`config.mk`:
```
export PLATFORM = sky130hd
export DESIGN_NAME = noc_packet_arbiter
export DESIGN_NICKNAME = d
export VERILOG_FILES = /design/src/rtl/noc_arb_pkg.sv /design/src/rtl/rr_priority_picker.sv /design/src/rtl/noc_packet_arbiter.sv
export SDC_FILE = /design/constraint.sdc
export NUM_CORES = 1
export LEC_CHECK = 0
export CAP_MARGIN = 20
export CORE_MARGIN = 5
export CORE_UTILIZATION = 30
export CTS_CLUSTER_DIAMETER = 200
export DETAILED_ROUTE_END_ITERATION = 7
export PLACE_DENSITY = 0.87
export SLEW_MARGIN = 20
export SYNTH_ARGS = -nofsm -noshare
export SYNTH_HDL_FRONTEND = slang
export SYNTH_SLANG_ARGS = --single-unit
```
`constraint.sdc`:
```
create_clock -name clk_i -period 5.6 [get_ports clk_i]
set_input_delay 0.56 -clock clk_i [delete_from_list [all_inputs] [get_ports clk_i]]
set_output_delay 0.56 -clock clk_i [all_outputs]
set_load 0.02 [all_outputs]
```
`src/rtl/noc_arb_pkg.sv`:
```
// noc_arb_pkg: shared state type and index helper for the router output arbiters
package noc_arb_pkg;

    typedef enum logic {IDLE, LOCKED} arb_state_t;

    // Next index in a ring of n entries; works for any n, not just powers of two
    function automatic int wrap_inc(input int v, input int n);
        return (v + 1 == n) ? 0 : v + 1;
    endfunction

endpackage

```
`src/rtl/rr_priority_picker.sv`:
```
// rr_priority_picker: first set request at or after start_i, searching cyclically
module rr_priority_picker
    import noc_arb_pkg::*;
#(
    parameter int N_PORTS   = 4,
    parameter int IDX_WIDTH = $clog2(N_PORTS)
) (
    input  logic [N_PORTS-1:0]   req_i,
    input  logic [IDX_WIDTH-1:0] start_i,
    output logic                 found_o,
    output logic [IDX_WIDTH-1:0] idx_o
);

    localparam logic [IDX_WIDTH:0] NP = (IDX_WIDTH + 1)'(N_PORTS);

    logic [2*N_PORTS-1:0] w_dbl;
    logic [N_PORTS-1:0]   w_rot;
    logic [IDX_WIDTH-1:0] w_off;
    logic [IDX_WIDTH:0]   w_sum;

    assign w_dbl   = {req_i, req_i} >> start_i;
    assign w_rot   = w_dbl[N_PORTS-1:0];
    assign found_o = |w_rot;

    // lowest set bit of the rotated vector is the nearest requester at or after start_i
    always_comb begin
        w_off = '0;
        for (int i = N_PORTS - 1; i >= 0; i--)
            if (w_rot[i]) w_off = IDX_WIDTH'(i);
    end

    assign w_sum = {1'b0, start_i} + {1'b0, w_off};
    assign idx_o = (w_sum >= NP) ? IDX_WIDTH'(w_sum - NP) : w_sum[IDX_WIDTH-1:0];

endmodule

```
`src/rtl/noc_packet_arbiter.sv`:
```
// noc_packet_arbiter: round-robin wormhole arbiter holding a grant until the tail flit handshakes
module noc_packet_arbiter
    import noc_arb_pkg::*;
#(
    parameter int DATA_WIDTH = 32,
    parameter int N_PORTS    = 4,
    parameter int IDX_WIDTH  = $clog2(N_PORTS)
) (
    input  logic                               clk_i,
    input  logic                               arstn_i,
    input  logic [N_PORTS-1:0][DATA_WIDTH-1:0] data_i,
    input  logic [N_PORTS-1:0]                 valid_i,
    input  logic [N_PORTS-1:0]                 last_i,
    output logic [N_PORTS-1:0]                 ready_o,
    output logic [DATA_WIDTH-1:0]              data_o,
    output logic                               valid_o,
    output logic                               last_o,
    input  logic                               ready_i,
    output logic [IDX_WIDTH-1:0]               grant_idx_o,
    output logic                               busy_o
);

    arb_state_t           r_state;
    arb_state_t           w_state_nxt;
    logic [IDX_WIDTH-1:0] r_rr_ptr;
    logic [IDX_WIDTH-1:0] r_lock_idx;
    logic [IDX_WIDTH-1:0] w_rr_nxt;
    logic [IDX_WIDTH-1:0] w_lock_nxt;
    logic [IDX_WIDTH-1:0] w_pick_idx;
    logic [IDX_WIDTH-1:0] w_sel;
    logic [IDX_WIDTH-1:0] w_sel_inc;
    logic                 w_found;
    logic                 w_locked;
    logic                 w_active;
    logic                 w_tail;

    rr_priority_picker #(
        .N_PORTS   (N_PORTS),
        .IDX_WIDTH (IDX_WIDTH)
    ) u_picker (
        .req_i   (valid_i),
        .start_i (r_rr_ptr),
        .found_o (w_found),
        .idx_o   (w_pick_idx)
    );

    assign w_locked    = r_state == LOCKED;
    assign w_sel       = w_locked ? r_lock_idx : w_pick_idx;
    assign w_active    = w_locked | w_found;
    assign valid_o     = valid_i[w_sel];
    assign data_o      = data_i[w_sel];
    assign last_o      = last_i[w_sel];
    assign grant_idx_o = w_sel;
    assign busy_o      = w_locked;
    assign w_tail      = valid_o & ready_i & last_o;
    assign w_sel_inc   = IDX_WIDTH'(wrap_inc(int'(w_sel), N_PORTS));

    // only the selected port sees the downstream ready; nothing is selected when idle with no request
    always_comb begin
        ready_o        = '0;
        ready_o[w_sel] = ready_i & w_active;
    end

    // a tail handshake frees the output and advances priority; anything else holds or takes the lock
    always_comb begin
        w_state_nxt = r_state;
        w_rr_nxt    = r_rr_ptr;
        w_lock_nxt  = r_lock_idx;
        if (w_active) begin
            if (w_tail) begin
                w_state_nxt = IDLE;
                w_rr_nxt    = w_sel_inc;
            end else if (!w_locked) begin
                w_state_nxt = LOCKED;
                w_lock_nxt  = w_sel;
            end
        end
    end

    // state, round-robin pointer and locked port registers
    always_ff @(posedge clk_i or negedge arstn_i) begin
        if (!arstn_i) begin
            r_state    <= IDLE;
            r_rr_ptr   <= '0;
            r_lock_idx <= '0;
        end else begin
            r_state    <= w_state_nxt;
            r_rr_ptr   <= w_rr_nxt;
            r_lock_idx <= w_lock_nxt;
        end
    end

endmodule
```
Word level (Yosys, flattened, before mapping). Index checks and enable logic that the tools add are counted.

Equal/unequal tests: 1. Add/sub/neg operators: 3. Bitwise logic cells: 7. Mux-type cells: 16. Order comparisons: 3. Shifts and indexed selects: 1. Reductions and logical operators: 4.

Operators with widths (number): $bmux 32 s2 (1); $mux 32 (1); $mux 2 (7); $shr 8x2->4 (1); $and 4x4->4 (1); $bmux 1 s2 (2); $mux 1 (4); $reduce_or 4->1 (1); $add 2x1->3 const B (1); $add 2x2->3 (1); $and 1x1->1 (3); $eq 3x3->1 const B (1); $ge 3x3->1 const B (1); $lt 2x3->1 const B (1); $reduce_and 3->1 (1); $demux 1 s2 (1); $ge 2x1->1 const B (1); $not 1->1 (2); $reduce_and 2->1 (1); $sub 2x1->2 const B (1); $logic_and 1x1->1 (1); $or 1x1->1 (1).

Register bits: 5. Logic and storage cells: 38. Input bits: 139. Output and inout port bits: 41.

Logic depth before layout (Yosys ltp).
Depth in word-level cells: 15. Mapped depth: 16. Gate-level depth less buffers: 14.

By module. From an unflattened synthesis, not the netlist that was laid out.

Cells, all modules: 279. Area, all modules: 1581.5 um^2.

Modules (own cells, without submodules): noc_packet_arbiter (instances 1, area an instance 1401.3 um^2, seq. area each 125.1 um^2, cells each 256); rr_priority_picker (instances 1, area an instance 180.2 um^2, seq. area each 0.0 um^2, cells each 23).

Least setup slack after synthesis. Ideal clock, no wire load.

Path kind: input-to-output. From: in valid_i[0]. To: out ready_o[2]. Buffers on the path: 2. Stages on the path: 15. Setup slack: 1.727 ns. Arrival: 3.313 ns. Path through: buf_2 -> inv_1 -> o21ai_0 -> a21oi_1 -> nor3_1 -> a21oi_1 -> ha_1 -> xnor2_1 -> nor4_2 -> o31ai_4 -> inv_2 -> clkbuf_1 -> ha_1 -> inv_1 -> nor2_1.

Cells in the longest elaborated chain, start to end: 14.

RTL lines: start: declaration (RTL line noc_packet_arbiter.sv:12) `input logic [N_PORTS-1:0] valid_i,`; $shr 8x2->4 * (RTL line rr_priority_picker.sv:21) `assign w_dbl = {req_i, req_i} >> start_i;`; $mux 2 (3 in a row) (RTL line rr_priority_picker.sv:29) `if (w_rot[i]) w_off = IDX_WIDTH'(i);`; $mux 2 * (RTL line rr_priority_picker.sv:29); $add 2x2->3 * (RTL line rr_priority_picker.sv:32) `assign w_sum = {1'b0, start_i} + {1'b0, w_off};`; $ge 3x3->1 / $sub 2x1->2 (equally long branches) (RTL line rr_priority_picker.sv:33) `assign idx_o = (w_sum >= NP) ? IDX_WIDTH'(w_sum - NP) : w_sum[IDX_WIDTH-1:0];`; $mux 2 * (RTL line rr_priority_picker.sv:33); $mux 2 * (RTL line noc_packet_arbiter.sv:48) `assign w_sel = w_locked ? r_lock_idx : w_pick_idx;`; named net grant_idx_o[1] (RTL line noc_packet_arbiter.sv:19) `output logic [IDX_WIDTH-1:0] grant_idx_o,`; $lt 2x3->1 (implied by the code) / $ge 2x1->1 (equally long branches) (RTL line noc_packet_arbiter.sv:61) `ready_o[w_sel] = ready_i & w_active;`; $logic_and 1x1->1 (implied by the code) (RTL line noc_packet_arbiter.sv:61); $mux 1 (implied by the code) (RTL line noc_packet_arbiter.sv:61); $demux 1 s2 * (RTL line noc_packet_arbiter.sv:61); $and 4x4->4 (no line) *; end: declaration (RTL line noc_packet_arbiter.sv:14) `output logic [N_PORTS-1:0] ready_o,`.

The timed path passes the listed nets; every way through them passes the cells marked *.

Worst setup path in the final report.
From: in valid_i[1]. To: out ready_o[3].

Cells in the longest elaborated chain, start to end: 14.

RTL lines (RTL line): $shr 8x2->4 * (rr_priority_picker.sv:21); $mux 2 (4 in a row) (rr_priority_picker.sv:29); $add 2x2->3 (rr_priority_picker.sv:32); $ge 3x3->1 / $sub 2x1->2 (equally long branches) (rr_priority_picker.sv:33); $mux 2 (rr_priority_picker.sv:33); $mux 2 (noc_packet_arbiter.sv:48); $lt 2x3->1 (implied by the code) / $ge 2x1->1 (equally long branches) (noc_packet_arbiter.sv:61); $logic_and 1x1->1 (implied by the code) (noc_packet_arbiter.sv:61); $mux 1 (implied by the code) (noc_packet_arbiter.sv:61); $demux 1 s2 (noc_packet_arbiter.sv:61); $and 4x4->4 (no line) *.

Mark *: on every way between the ends. The rest lies on a longest branch, timed or not.

==> reports/results.md <==
| Step | Parameter | Reported |
| --- | --- | --- |
| critical path | WP data arrival | 4.24 ns |
| route | Average via count per standard cell | 5.06 |
| clock tree | Number of buffers inserted by hold repair at cts | 0 |
| layout | Final Instance Count excl. Fillers | 529 |
| place | Number of instances in the placed design | 525 |
| grt | All-Layer GR Usage | 23.3% |
| grt | Maximum number of pins on one net before global-route repair | 50 |
| clock tree | Post-CTS setup buffer count | 0 |
| route | Drt initial violations | 107 |
| critical path | Start point of the critical path | valid_i[1] |
| power and ir drop | Cell area power density | 669 nW/um^2 |
| route | Via count | 2,675 |
| layout | Final-stage net count | 604 |
| yosys | Post-synthesis cell area | 1600 um^2 |
| clock tree | Number of buffers on the longest clock path | 2 |
| clock tree | H-tree depth | 1 |
| layout | Growth of design area from synthesis to finish | 117% |
| floorplanning | Starting density of the core | 31.0% |
| clock tree | TritonCTS clock tree | built |
| hold path | Path type of the worst min-delay path | reg2reg |
| floorplanning | Die ar. | 6880 um^2 |
| floorplanning | Horizontal extent of the die | 82.9 um |
| critical path | Endpoint kind of the worst setup timing path | output pin |
| critical path | Maximum net fanout on the critical path | 23 |
| timing | Setup Skew | 0.00198 ns |
| timing | Unrepaired setup endpoints after global routing | false |
| power and ir drop | Net Sw Frac | 54.0% |
| layout | Filler cell count in the final layout | 471 |
| floorplanning | Total number of placement rows | 26 |
| run status | Result of the run | finished clean |
| yosys | Number of enable flip-flop cells after synthesis | 0 |
| clock tree | Number of clock buffers inserted by TritonCTS | 3 |
| timing | Max frequency | 208 MHz |
| clock tree | Post-CTS resize count | 0 |
| grt | Grt ovf | 0 |
| yosys | Total number of yosys warnings | 0 |
| yosys | Async set-or-reset flop fraction in the synthesized netlist | 100% |
| place | Port Buffer Count | 179 |
| yosys | Primary FF master, synth | sky130_fd_sc_hd__dfrtp_1 |
| power and ir drop | Static leakage power | 0.00152 uW |
| yosys | Seq cells post-synth | 5 |
| route | Antenna viol nets, final | 0 |
| critical path | CP startpoint kind | input port |
| timing | Number of pins exceeding their max-slew limit in the final report | 0 |
| hold path | Launch point of the worst hold path | r_lock_idx[0] |
| clock tree | Clk_lat worst skew | 0.21 ns |
| timing | Minimum clock period after layout | 4.80 ns |
| grt | First-pass GRT wire length | 13.4 mm |
| clock tree | Clock edge transition at the registers on the reported setup and hold paths | 0.03 ns |
| route | Number of detailed-routing iterations run before antenna repair | 4 |
| critical path | Worst setup path category | in2out |
| power and ir drop | Power Internal | 1060 uW |
| yosys | Number of cells produced by synthesis | 297 |
| grt | Initial antenna violation count | 0 |
| route | Post-Route WL | 8.32 mm |
| timing | Final sum of negative setup slack | 0 ns |
| route | Wire per inst | 15.7 um |
| layout | Top library cells by usage in the layout, fill and taps aside | sky130_fd_sc_hd__clkdlybuf4s50_1, sky130_fd_sc_hd__nand2_1, sky130_fd_sc_hd__and3_1, sky130_fd_sc_hd__a31oi_1 |
| layout | Share of final-layout standard cells stronger than drive strength 1 | 3.49% |
| layout | # diodes | 0 |
| place | HPWL after DPL | 6.77 mm |
| yosys | Mean instance size in the synthesized netlist | 5.37 um^2 |
| place | GP Congestion | 0.868 |
| timing | Count of endpoints failing setup in the final report | 0 |
| critical path | RR Startpoint | r_rr_ptr[1] |
| clock tree | Sinks on the clock net | 5 |
| power and ir drop | Peak VDD IR | 487 uV |
| timing | Slew at the pin closest to its max-slew limit | 0.547 ns |
| power and ir drop | Combinational cell fraction of total power | 93.8% |
| power and ir drop | Clock share of power | 2.8% |
| floorplanning | Top-level I/O count | 180 |
| yosys | Syn Nets | 441 |
| route | Number of remaining DRC errors | 0 |
| run | Max-capacitance violation count | 0 |
| floorplanning | Vertical extent of the die | 82.9 um |
| yosys | Count of unique library cells instantiated by Yosys | 32 |
| grt | Vias in the first global route | 2,834 |
| power and ir drop | Sequential Power Share | 3.4% |
| timing | Final hold vios | 0 |
| timing | Final Cycle Share | 85.8% |
| floorplanning | Placeable core region | 5140 um^2 |
| critical path | Worst path required time | 5.04 ns |
| timing | Max-slew headroom | 63.3% |
| power and ir drop | Net load switching power | 1250 uW |
| layout | Most common cell after layout, fill and taps aside | sky130_fd_sc_hd__clkdlybuf4s50_1 |
| clock tree | Clock root buffer | sky130_fd_sc_hd__clkbuf_8 |
| yosys | Sequential fraction of the synthesis area | 7.84% |
cell families (layout without fill, tap and decap cells):
kind of cell | after synthesis | after routing | synth area share [%]
AO/OA/AOI/OAI | 49 | 49 | 20.9
XOR/XNOR | 1 | 1 | 0.549
adder cells (fa/ha/maj) | 5 | 5 | 3.92
buffers and inverters | 36 | 198 | 8.71
flip-flops | 5 | 5 | 7.84
multiplexers | 7 | 7 | 4.71
AND/OR/NAND/NOR | 194 | 194 | 53.4
layer usage:
layer | global-route usage [%] | up-vias | share of wire [%]
li1 | - | 1329 | -
met1 | 26.0 | 1185 | 39
met2 | 41.3 | 139 | 49
met3 | 6.63 | 22 | 8.6
met4 | 9.36 | 0 | 3.4
met5 | 0 | - | 0
through the flow:
step	hold slack [ns]	setup WS [ns]	utilization [%]	power, uW	cell area [um^2]
6_report	0.501	0.796	67.2	2310	3460
3_3_place_gp	0.487	0.913	66.4	2230	3410
2_1_floorplan	0.264	1.73	-	1350	1600
4_1_cts	0.506	0.817	67.2	2330	3460
5_1_grt	0.525	0.473	67.2	2500	3460
3_5_place_dp	0.499	0.850	66.4	2250	3410
layout make-up:
type	count	area (um^2)	share of cell area, %
timing repair buffer	184	1830	52.9
multi-input combinational	256	1330	38.5
sequential	5	125	3.62
tap	70	87.6	2.53
clock buffer	4	45.0	1.30
inverter	10	37.5	1.09
synthesized netlist by cell type (all sizes together) (2+ instances only):
master,instances,area share [%]
nand4,2,0.78
ha,5,3.9
and3,34,13
nand2,138,32
a21oi,4,1.3
mux2,4,2.8
o21ai,4,1.3
dfrtp,5,7.8
buf,3,0.94
mux2i,3,1.9
nor3,3,0.94
clkbuf,23,5.4
nand3,2,0.63
a31oi,34,13
nand2b,2,0.78
inv,10,2.4
nor4,2,1.2
nor2,8,1.9
power by group through the flow:
stage / Sequential [uW] / Clock [uW] / Combinational, uW
2_1_floorplan: 67.4 / 0 / 1290
3_3_place_gp: 78.0 / 0 / 2150
3_5_place_dp: 79.7 / 0 / 2180
4_1_cts: 79.3 / 65.9 / 2190
5_1_grt: 82.9 / 70.1 / 2350
6_report: 79.7 / 63.8 / 2170
state kept, by name, indices dropped and copies added (netlist names):
| signal | count |
|---|---|
| r_lock_idx | 2 |
| r_rr_ptr | 2 |
| busy_o | 1 |
worst paths after layout:
check | cells after the start | slack, ns | to
setup / recovery | 15 | 0.80 | ready_o[3]
hold / removal | 1 | 0.50 | r_lock_idx[0]
setup reg to reg | 15 | 2.04 | r_lock_idx[0]
hold reg to reg | 1 | 0.50 | r_lock_idx[0]
max in group asynchronous | 1 | 4.84 | r_lock_idx[0]
min in group asynchronous | 1 | 0.57 | r_rr_ptr[1]
worst max-delay path, stage by stage:
cell	delay (ns)
sky130_fd_sc_hd__clkdlybuf4s50_1	0.65
sky130_fd_sc_hd__nand2_1	0.13
sky130_fd_sc_hd__a21oi_1	0.17
sky130_fd_sc_hd__nor2_1	0.05
sky130_fd_sc_hd__a21oi_1	0.15
sky130_fd_sc_hd__a21oi_1	0.09
sky130_fd_sc_hd__ha_1	0.20
sky130_fd_sc_hd__xnor2_1	0.15
sky130_fd_sc_hd__nor4_2	0.55
sky130_fd_sc_hd__o31ai_4	0.20
sky130_fd_sc_hd__inv_2	0.35
sky130_fd_sc_hd__ha_1	0.23
sky130_fd_sc_hd__inv_1	0.04
sky130_fd_sc_hd__nor2_1	0.10
sky130_fd_sc_hd__clkdlybuf4s50_1	0.62
No activity file was read; power rests on OpenSTA's default activity.
